==> config.mk <==
export PLATFORM = sky130hd
export DESIGN_NAME = jogo_memoria_param_flat
export DESIGN_NICKNAME = d
export VERILOG_FILES = /design/src/rtl/jogo_memoria_param_if.sv /design/src/rtl/jogo_memoria_param.sv /design/src/flat_wrapper.sv
export SDC_FILE = /design/constraint.sdc
export NUM_CORES = 1
export LEC_CHECK = 0
export BUFFER_PORTS_ARGS = -buffer_cell sky130_fd_sc_hd__clkbuf_2
export CAP_MARGIN = 5
export CORE_MARGIN = 5
export CORE_UTILIZATION = 50
export DETAILED_ROUTE_END_ITERATION = 8
export PLACE_DENSITY = 0.74
export SLEW_MARGIN = 20
export SYNTH_ARGS = -nofsm -noshare
export SYNTH_HDL_FRONTEND = slang
export SYNTH_SLANG_ARGS = --single-unit
export TNS_END_PERCENT = 10
==> constraint.sdc <==
create_clock -name clock -period 2.6 [get_ports clock]
set_clock_uncertainty 0.1 [all_clocks]
set_input_delay 0.13 -clock clock [delete_from_list [all_inputs] [get_ports clock]]
set_output_delay 0.13 -clock clock [all_outputs]
set_load 0.02 [all_outputs]
==> src/rtl/jogo_memoria_param_if.sv <==
// Player/board-side signal bundle of the memory game core.
// master = board side (buttons, start, config); slave = game core.
interface jogo_memoria_param_if #(
    parameter int N_BOTOES    = 4,
    parameter int MAX_RODADAS = 16
);
    logic                         jogar;
    logic [1:0]                   configuracao;
    logic [N_BOTOES-1:0]          botoes;
    logic [N_BOTOES-1:0]          leds;
    logic                         pronto;
    logic                         ganhou;
    logic                         perdeu;
    logic                         timeout;
    logic [$clog2(MAX_RODADAS):0] rodada;
    logic [3:0]                   db_estado;

    modport master (
        output jogar, configuracao, botoes,
        input  leds, pronto, ganhou, perdeu, timeout, rodada, db_estado
    );
    modport slave (
        input  jogar, configuracao, botoes,
        output leds, pronto, ganhou, perdeu, timeout, rodada, db_estado
    );
endinterface

==> src/rtl/jogo_memoria_param.sv <==
// Memory-challenge game core: shows a growing one-hot sequence, then checks presses.
// JOGO_MEMORIA_LFSR_EN selects LFSR-generated elements instead of the fixed rotation.
module jogo_memoria_param #(
    parameter int N_BOTOES     = 4,
    parameter int MAX_RODADAS  = 16,
    parameter int RODADAS_DEMO = 4,
    parameter int T_LED        = 50000000,
    parameter int T_APAGADO    = 25000000,
    parameter int T_TIMEOUT    = 250000000
) (
    input logic                  clock,
    input logic                  reset,
    jogo_memoria_param_if.slave  io
);
    localparam int AW   = $clog2(MAX_RODADAS) + 1;
    localparam int IW   = $clog2(MAX_RODADAS);
    localparam int TMAX = (T_LED > T_APAGADO) ? T_LED : T_APAGADO;
    localparam int TW   = $clog2(TMAX + 1);
    localparam int TOW  = $clog2(T_TIMEOUT + 1);

    typedef enum logic [3:0] {
        INICIAL        = 4'd0,
        PREPARA        = 4'd1,
        NOVO_ELEM      = 4'd2,
        MOSTRA_LED     = 4'd3,
        PROX_LED       = 4'd4,
        MOSTRA_APAGADO = 4'd5,
        ESPERA         = 4'd7,
        REGISTRA       = 4'd8,
        COMPARA        = 4'd9,
        PROX_JOGADA    = 4'd10,
        GANHOU         = 4'd11,
        FIM_RODADA     = 4'd13,
        PERDEU         = 4'd14,
        TIMEOUT        = 4'd15
    } estado_t;

    estado_t             estado;
    logic [AW-1:0]       endereco, limite, alvo;
    logic                to_en;
    logic [TW-1:0]       tmr;
    logic [TOW-1:0]      tcnt;
    logic [N_BOTOES-1:0] jogada, botoes_q, novo;
    logic [N_BOTOES-1:0] mem [MAX_RODADAS];
    logic                borda;

    function automatic logic [N_BOTOES-1:0] um_quente(input int k);
        return N_BOTOES'(1) << (k % N_BOTOES);
    endfunction

`ifdef JOGO_MEMORIA_LFSR_EN
    logic [15:0] lfsr;
    // Galois form of x^16+x^14+x^13+x^11+1, free-running so the sequence depends on start time
    always_ff @(posedge clock or negedge reset)
        if (!reset) lfsr <= 16'hACE1;
        else        lfsr <= {1'b0, lfsr[15:1]} ^ (lfsr[0] ? 16'hB400 : 16'h0000);
    assign novo = um_quente(int'(lfsr));
`else
    assign novo = um_quente(int'(limite));
`endif

    always_ff @(posedge clock or negedge reset)
        if (!reset) botoes_q <= '0;
        else        botoes_q <= io.botoes;

    // Only an all-released -> any-pressed transition counts, so a held button fires once
    assign borda = (|io.botoes) & ~(|botoes_q);
    assign io.db_estado = estado;

    always_ff @(posedge clock)
        if (estado == NOVO_ELEM) mem[limite[IW-1:0]] <= novo;

    always_ff @(posedge clock or negedge reset) begin
        if (!reset) begin
            estado     <= INICIAL;
            endereco   <= '0;
            limite     <= '0;
            alvo       <= '0;
            to_en      <= 1'b0;
            tmr        <= '0;
            tcnt       <= '0;
            jogada     <= '0;
            io.leds    <= '0;
            io.pronto  <= 1'b0;
            io.ganhou  <= 1'b0;
            io.perdeu  <= 1'b0;
            io.timeout <= 1'b0;
            io.rodada  <= '0;
        end else begin
            case (estado)
                INICIAL: begin
                    io.rodada <= '0;
                    if (io.jogar) estado <= PREPARA;
                end
                PREPARA: begin
                    endereco  <= '0;
                    limite    <= '0;
                    tmr       <= '0;
                    tcnt      <= '0;
                    alvo      <= io.configuracao[0] ? AW'(RODADAS_DEMO) : AW'(MAX_RODADAS);
                    to_en     <= io.configuracao[1];
                    io.rodada <= '0;
                    io.leds   <= '0;
                    estado    <= NOVO_ELEM;
                end
                NOVO_ELEM: begin
                    endereco  <= '0;
                    tmr       <= '0;
                    io.rodada <= limite + AW'(1);
                    // mem[0] is being written this cycle in round 1, so forward it
                    io.leds   <= (limite == '0) ? novo : mem[0];
                    estado    <= MOSTRA_LED;
                end
                MOSTRA_LED: begin
                    if (tmr == TW'(T_LED - 1)) begin
                        tmr     <= '0;
                        io.leds <= '0;
                        estado  <= MOSTRA_APAGADO;
                    end else begin
                        tmr <= tmr + TW'(1);
                    end
                end
                MOSTRA_APAGADO: begin
                    if (tmr == TW'(T_APAGADO - 1)) begin
                        tmr <= '0;
                        if (endereco < limite) begin
                            estado <= PROX_LED;
                        end else begin
                            endereco <= '0;
                            tcnt     <= '0;
                            estado   <= ESPERA;
                        end
                    end else begin
                        tmr <= tmr + TW'(1);
                    end
                end
                PROX_LED: begin
                    endereco <= endereco + AW'(1);
                    io.leds  <= mem[IW'(endereco + AW'(1))];
                    estado   <= MOSTRA_LED;
                end
                ESPERA: begin
                    if (borda) begin
                        jogada  <= io.botoes;
                        io.leds <= io.botoes;
                        estado  <= REGISTRA;
                    end else if (to_en && tcnt == TOW'(T_TIMEOUT - 1)) begin
                        io.timeout <= 1'b1;
                        io.pronto  <= 1'b1;
                        estado     <= TIMEOUT;
                    end else if (tcnt != TOW'(T_TIMEOUT - 1)) begin
                        tcnt <= tcnt + TOW'(1);
                    end
                end
                REGISTRA: begin
                    io.leds <= '0;
                    estado  <= COMPARA;
                end
                COMPARA: begin
                    // stored elements are one-hot, so a multi-button press never matches
                    if (jogada == mem[endereco[IW-1:0]]) begin
                        estado <= (endereco < limite) ? PROX_JOGADA : FIM_RODADA;
                    end else begin
                        io.perdeu <= 1'b1;
                        io.pronto <= 1'b1;
                        estado    <= PERDEU;
                    end
                end
                PROX_JOGADA: begin
                    endereco <= endereco + AW'(1);
                    tcnt     <= '0;
                    estado   <= ESPERA;
                end
                FIM_RODADA: begin
                    if (limite + AW'(1) == alvo) begin
                        io.ganhou <= 1'b1;
                        io.pronto <= 1'b1;
                        estado    <= GANHOU;
                    end else begin
                        limite <= limite + AW'(1);
                        estado <= NOVO_ELEM;
                    end
                end
                GANHOU, PERDEU, TIMEOUT: begin
                    if (io.jogar) begin
                        io.pronto  <= 1'b0;
                        io.ganhou  <= 1'b0;
                        io.perdeu  <= 1'b0;
                        io.timeout <= 1'b0;
                        estado     <= PREPARA;
                    end
                end
                default: estado <= INICIAL;
            endcase
        end
    end
endmodule

==> src/flat_wrapper.sv <==
// flat-port wrapper written by rule: the top's interface ports become plain ports
module jogo_memoria_param_flat 
#(
    parameter int N_BOTOES     = 4,
    parameter int MAX_RODADAS  = 16,
    parameter int RODADAS_DEMO = 4,
    parameter int T_LED        = 50000000,
    parameter int T_APAGADO    = 25000000,
    parameter int T_TIMEOUT    = 250000000
)
  (clock, reset, io_jogar, io_configuracao, io_botoes, io_leds, io_pronto, io_ganhou, io_perdeu, io_timeout, io_rodada, io_db_estado);
  jogo_memoria_param_if #(.N_BOTOES(N_BOTOES), .MAX_RODADAS(MAX_RODADAS)) io_i ();
  input logic clock;
  input logic reset;
  input wire logic [$bits(io_i.jogar)-1:0] io_jogar;
  input wire logic [$bits(io_i.configuracao)-1:0] io_configuracao;
  input wire logic [$bits(io_i.botoes)-1:0] io_botoes;
  output wire logic [$bits(io_i.leds)-1:0] io_leds;
  output wire logic [$bits(io_i.pronto)-1:0] io_pronto;
  output wire logic [$bits(io_i.ganhou)-1:0] io_ganhou;
  output wire logic [$bits(io_i.perdeu)-1:0] io_perdeu;
  output wire logic [$bits(io_i.timeout)-1:0] io_timeout;
  output wire logic [$bits(io_i.rodada)-1:0] io_rodada;
  output wire logic [$bits(io_i.db_estado)-1:0] io_db_estado;
  assign io_i.jogar = io_jogar;
  assign io_i.configuracao = io_configuracao;
  assign io_i.botoes = io_botoes;
  assign io_leds = io_i.leds;
  assign io_pronto = io_i.pronto;
  assign io_ganhou = io_i.ganhou;
  assign io_perdeu = io_i.perdeu;
  assign io_timeout = io_i.timeout;
  assign io_rodada = io_i.rodada;
  assign io_db_estado = io_i.db_estado;
  jogo_memoria_param #(.N_BOTOES(N_BOTOES), .MAX_RODADAS(MAX_RODADAS), .RODADAS_DEMO(RODADAS_DEMO), .T_LED(T_LED), .T_APAGADO(T_APAGADO), .T_TIMEOUT(T_TIMEOUT)) u_core (.clock(clock), .reset(reset), .io(io_i));
endmodule
==> metrics.csv <==
stage,metric,value,unit
status,outcome,"finished, final reports clean",
worst_setup_path,critPathRequiredTime,2.85,ns
synth,synthesis.area,8540,sq um
worst_setup_path,criticalPathCategory,flip-flop to flip-flop,
worst_setup_path,worstPathMaxFanout,7,
worst_setup_path,cp_slowest_cell,mux4_2,
floorplan,fp.dieH,141,um
synth,yosys.cell_types.count,65,
floorplan,io_pins,26,
synth,avgSynthCellArea,10.7,sq um
route,drt_wl_total,21400,um
synth,synth_seq_cells,156,
worst_hold_path,hold_class,input port to async pin,
floorplan,initial_utilization,0.513,
pwr,ir_drop,0.647,mV
sta,worstMarginPinSlew,0.688,ns
sta,clock.fmax,385,MHz
grt,grt_overflow,0,
synth,ys_warn_count,0,
placed_design,pre_cts_slack,-0.0943,ns
cts,path_clk_slew,0.07,ns
placed_design,place_inst,1089,
sta,fin_crit,2.60,ns
cells_and_area,nets,925,
worst_setup_path,endpoint,u_core.io.db_estado[0]$_DFFE_PN0P_,
route,ant_nets,0,
sta,setup-violations-final,0,
cells_and_area,synthToLayoutAreaGrowth,22.1,%
grt,grt_max_degree,51,
placed_design,port_buffers,25,
cells_and_area,diodes,0,
synth,syn-num-nets,818,
worst_setup_path,cp.depth,10,
pwr,power,9.83,mW
worst_setup_path,cp.arrival,2.84,ns
worst_setup_path,start_kind,flip-flop,
grt,grt_pass1_wl,34400,um
sta,rsz0062_at_grt,yes,
cts,clk_latency,0.44,ns
cells_and_area,final_common_cell,dfrtp_1,
sta,fin_tns_setup,0,ns
worst_setup_path,slowest_delay,0.52,ns
floorplan,rows,47,
worst_setup_path,critical_path.startpoint,u_core.endereco[0]$_DFFE_PN0P_,
worst_setup_path,crit_family,simple AND/OR/NAND/NOR gates,
synth,yosysSeqAreaShare,0.495,
synth,synth_flop_cell,dfrtp_1,
cts,cts_tree,done,
worst_setup_path,reg2reg_depth,10,
grt,grt_pass1_vias,6595,
placed_design,place.gp.congestion,0.895,
sta,final_hold_viol_count,0,
cells_and_area,fillers,1292,
cells_and_area,drive_gt1_frac,0.252,
worst_setup_path,r2r_end,u_core.io.db_estado[0]$_DFFE_PN0P_,
route,first_pass_iters,5,
worst_setup_path,timing.rr.start,u_core.endereco[0]$_DFFE_PN0P_,
worst_setup_path,worstPathCellList,buf_12 > buf_4 > mux4_2 > nor3_1 > or3_4 > xnor2_2 > nor4b_2 > buf_4 > o21ai_2 > a22oi_1,
synth,synth-edff-count,64,
pwr,pwr_density_cell,943,nW/um^2
cts,clock_sinks,156,
sta,timing.final.ws_setup,0.00350,ns
floorplan,die-area,19800,sq um
cells_and_area,mostFrequentLayoutCells,"dfrtp_1 (90), buf_4 (83), nand2_1 (78)",
synth,async_reset_ff_frac,0.590,
grt,grt_use_total,0.217,
sta,maxSlewViolCount,0,
worst_setup_path,cpMostUsedCell,buf_4,
worst_setup_path,cp-end-kind,flip-flop,
synth,synth_cells,797,
worst_setup_path,rrSetupSlack,0.004,ns
route,viasPerCell,6.16,
sta,max-slew-margin-rel,0.542,
floorplan,dieWidth,141,um
grt,antenna_found_initial,0,
cells_and_area,regArea,4230,sq um
cts,cts_max_path_buffers,2,
sta,fin_crit_sh,0.999,
cells_and_area,multi_input_comb_area,4240,sq um
pwr,p_leak,3.97,nW
cts,cts-htree-levels,4,
placed_design,dpl.hpwl,15100,um
route,wl_per_cell,18.8,um
flow_run,maxCapViolCount,0,
worst_setup_path,critPathBufInv,3,
cts,root_buffer,clkbuf_16,
cts,cts_made_buffers,17,
route,drc,0,
route,vias,7002,
route,drtIter0Drc,636,
floorplan,core_area,16600,sq um
cells_and_area,final_cell_count_no_fill,1137,
[synthesized netlist by cell type (all sizes together) (2+ instances only)]
library cell	instances	area (sq um)
and4	3	26.3
and2	16	100
o41ai	5	43.8
a22o	5	43.8
inv	21	78.8
a211oi	6	45.0
and4b	3	30.0
o311ai	2	25.0
o211ai	3	22.5
nand4b	2	17.5
nor3	11	55.1
buf	17	95.1
mux2	9	101
o2bb2ai	3	26.3
o22ai	9	56.3
or3	13	81.3
clkinv	3	11.3
dfrtp	92	2300
nor2b	8	50.1
nor4b	3	26.3
a41oi	3	26.3
a21oi	54	282
a31oi	11	83.8
mux2i	17	170
nand3	39	195
and3	13	81.3
o31ai	17	128
a32oi	2	17.5
nand2b	9	56.3
or2	3	18.8
or4	9	71.3
xor2	8	70.1
xnor2	5	43.8
a221oi	4	35.0
mux4	32	721
nor4	9	77.6
nand4	12	75.1
ha	12	150
a22oi	2	15.0
o21ai	80	412
edfxtp	64	1920
nand2	78	293
clkbuf	22	82.6
nor2	50	190
[power breakdown]
part           internal [mW]  switching (mW)
logic                   1.78            2.45
registers               2.86           0.246
clock network           1.37            1.12
[layout make-up]
| cell class | instances | share of cell area |
|---|---|---|
| Multi-Input combinational cell | 579 | 0.407 |
| Sequential cell | 156 | 0.405 |
| Timing Repair Buffer | 126 | 0.0953 |
| Clock buffer | 17 | 0.0408 |
| Tap cell | 220 | 0.0264 |
| Clock inverter | 15 | 0.0167 |
| Inverter | 24 | 0.00864 |
[flip-flops by register name (all words and copies together), names as in the netlist]
| register | cells |
|---|---|
| u_core.mem | 64 |
| u_core.tcnt | 28 |
| u_core.tmr | 26 |
| u_core.endereco | 5 |
| u_core.io.rodada | 5 |
| u_core.limite | 5 |
| u_core.botoes_q | 4 |
| u_core.io.db_estado | 4 |
| u_core.io.leds | 4 |
| u_core.jogada | 4 |
| u_core.alvo | 2 |
| u_core.io.ganhou | 1 |
| u_core.io.perdeu | 1 |
| u_core.io.pronto | 1 |
| u_core.io.timeout | 1 |
| u_core.to_en | 1 |
[metal layers]
layer / up-vias / wire length (um) / part of all wire / GRT usage
met5: - / 0 / 0 / 0
met4: 0 / 457 / 0.021 / 0.0745
met3: 45 / 1280 / 0.060 / 0.0505
met2: 255 / 10300 / 0.48 / 0.336
met1: 3441 / 9370 / 0.44 / 0.303
li1: 3261 / - / - / -
[cell families after synthesis]
kind of cell | share of synthesized area
compound gates | 0.154
buf+inv | 0.0314
simple gates | 0.170
flops | 0.495
xor+xnor | 0.0160
fa+ha+maj | 0.0176
mux | 0.116
[timing repair]
action,in CTS,in global routing
pin swaps,1,20
resized for setup,7,48
setup endpoints to repair,26,56
cloned,1,2
setup buffers,1,4
hold buffers,8,0
endpoints found under the hold margin,60,0
[worst min-delay path by stage]
| stage | from | to | slack, ns |
|---|---|---|---|
| global placement | reset | u_core.tcnt[25]$_DFFE_PN0P_ | 0.11 |
| finish | reset | u_core.io.leds[2]$_DFFE_PN0P_ | 0.18 |
| CTS | reset | u_core.io.leds[2]$_DFFE_PN0P_ | 0.20 |
| floorplan | reset | u_core.alvo[2]$_DFFE_PN0P_ | -0.27 |
| global route | reset | u_core.io.leds[2]$_DFFE_PN0P_ | 0.25 |
| detailed placement | reset | u_core.tcnt[10]$_DFFE_PN0P_ | 0.13 |
[per-stage QoR]
stage / hold slack, ns / util / instance area, sq um
after floorplan: -0.266 / - / 8540
after global placement: 0.115 / 0.568 / 9450
after detailed placement: 0.127 / 0.568 / 9450
after CTS: 0.200 / 0.612 / 10200
after global routing: 0.254 / 0.626 / 10400
final: 0.176 / 0.626 / 10400
[worst reg2reg max path: stages, from the launching register on]
cell and delay [ns]:
dfrtp_2 0.45, buf_12 0.15, buf_4 0.14, mux4_2 0.52
nor3_1 0.20, or3_4 0.20, xnor2_2 0.08, nor4b_2 0.32
buf_4 0.17, o21ai_2 0.05, a22oi_1 0.13
No activity file was read; power rests on OpenSTA's default activity.
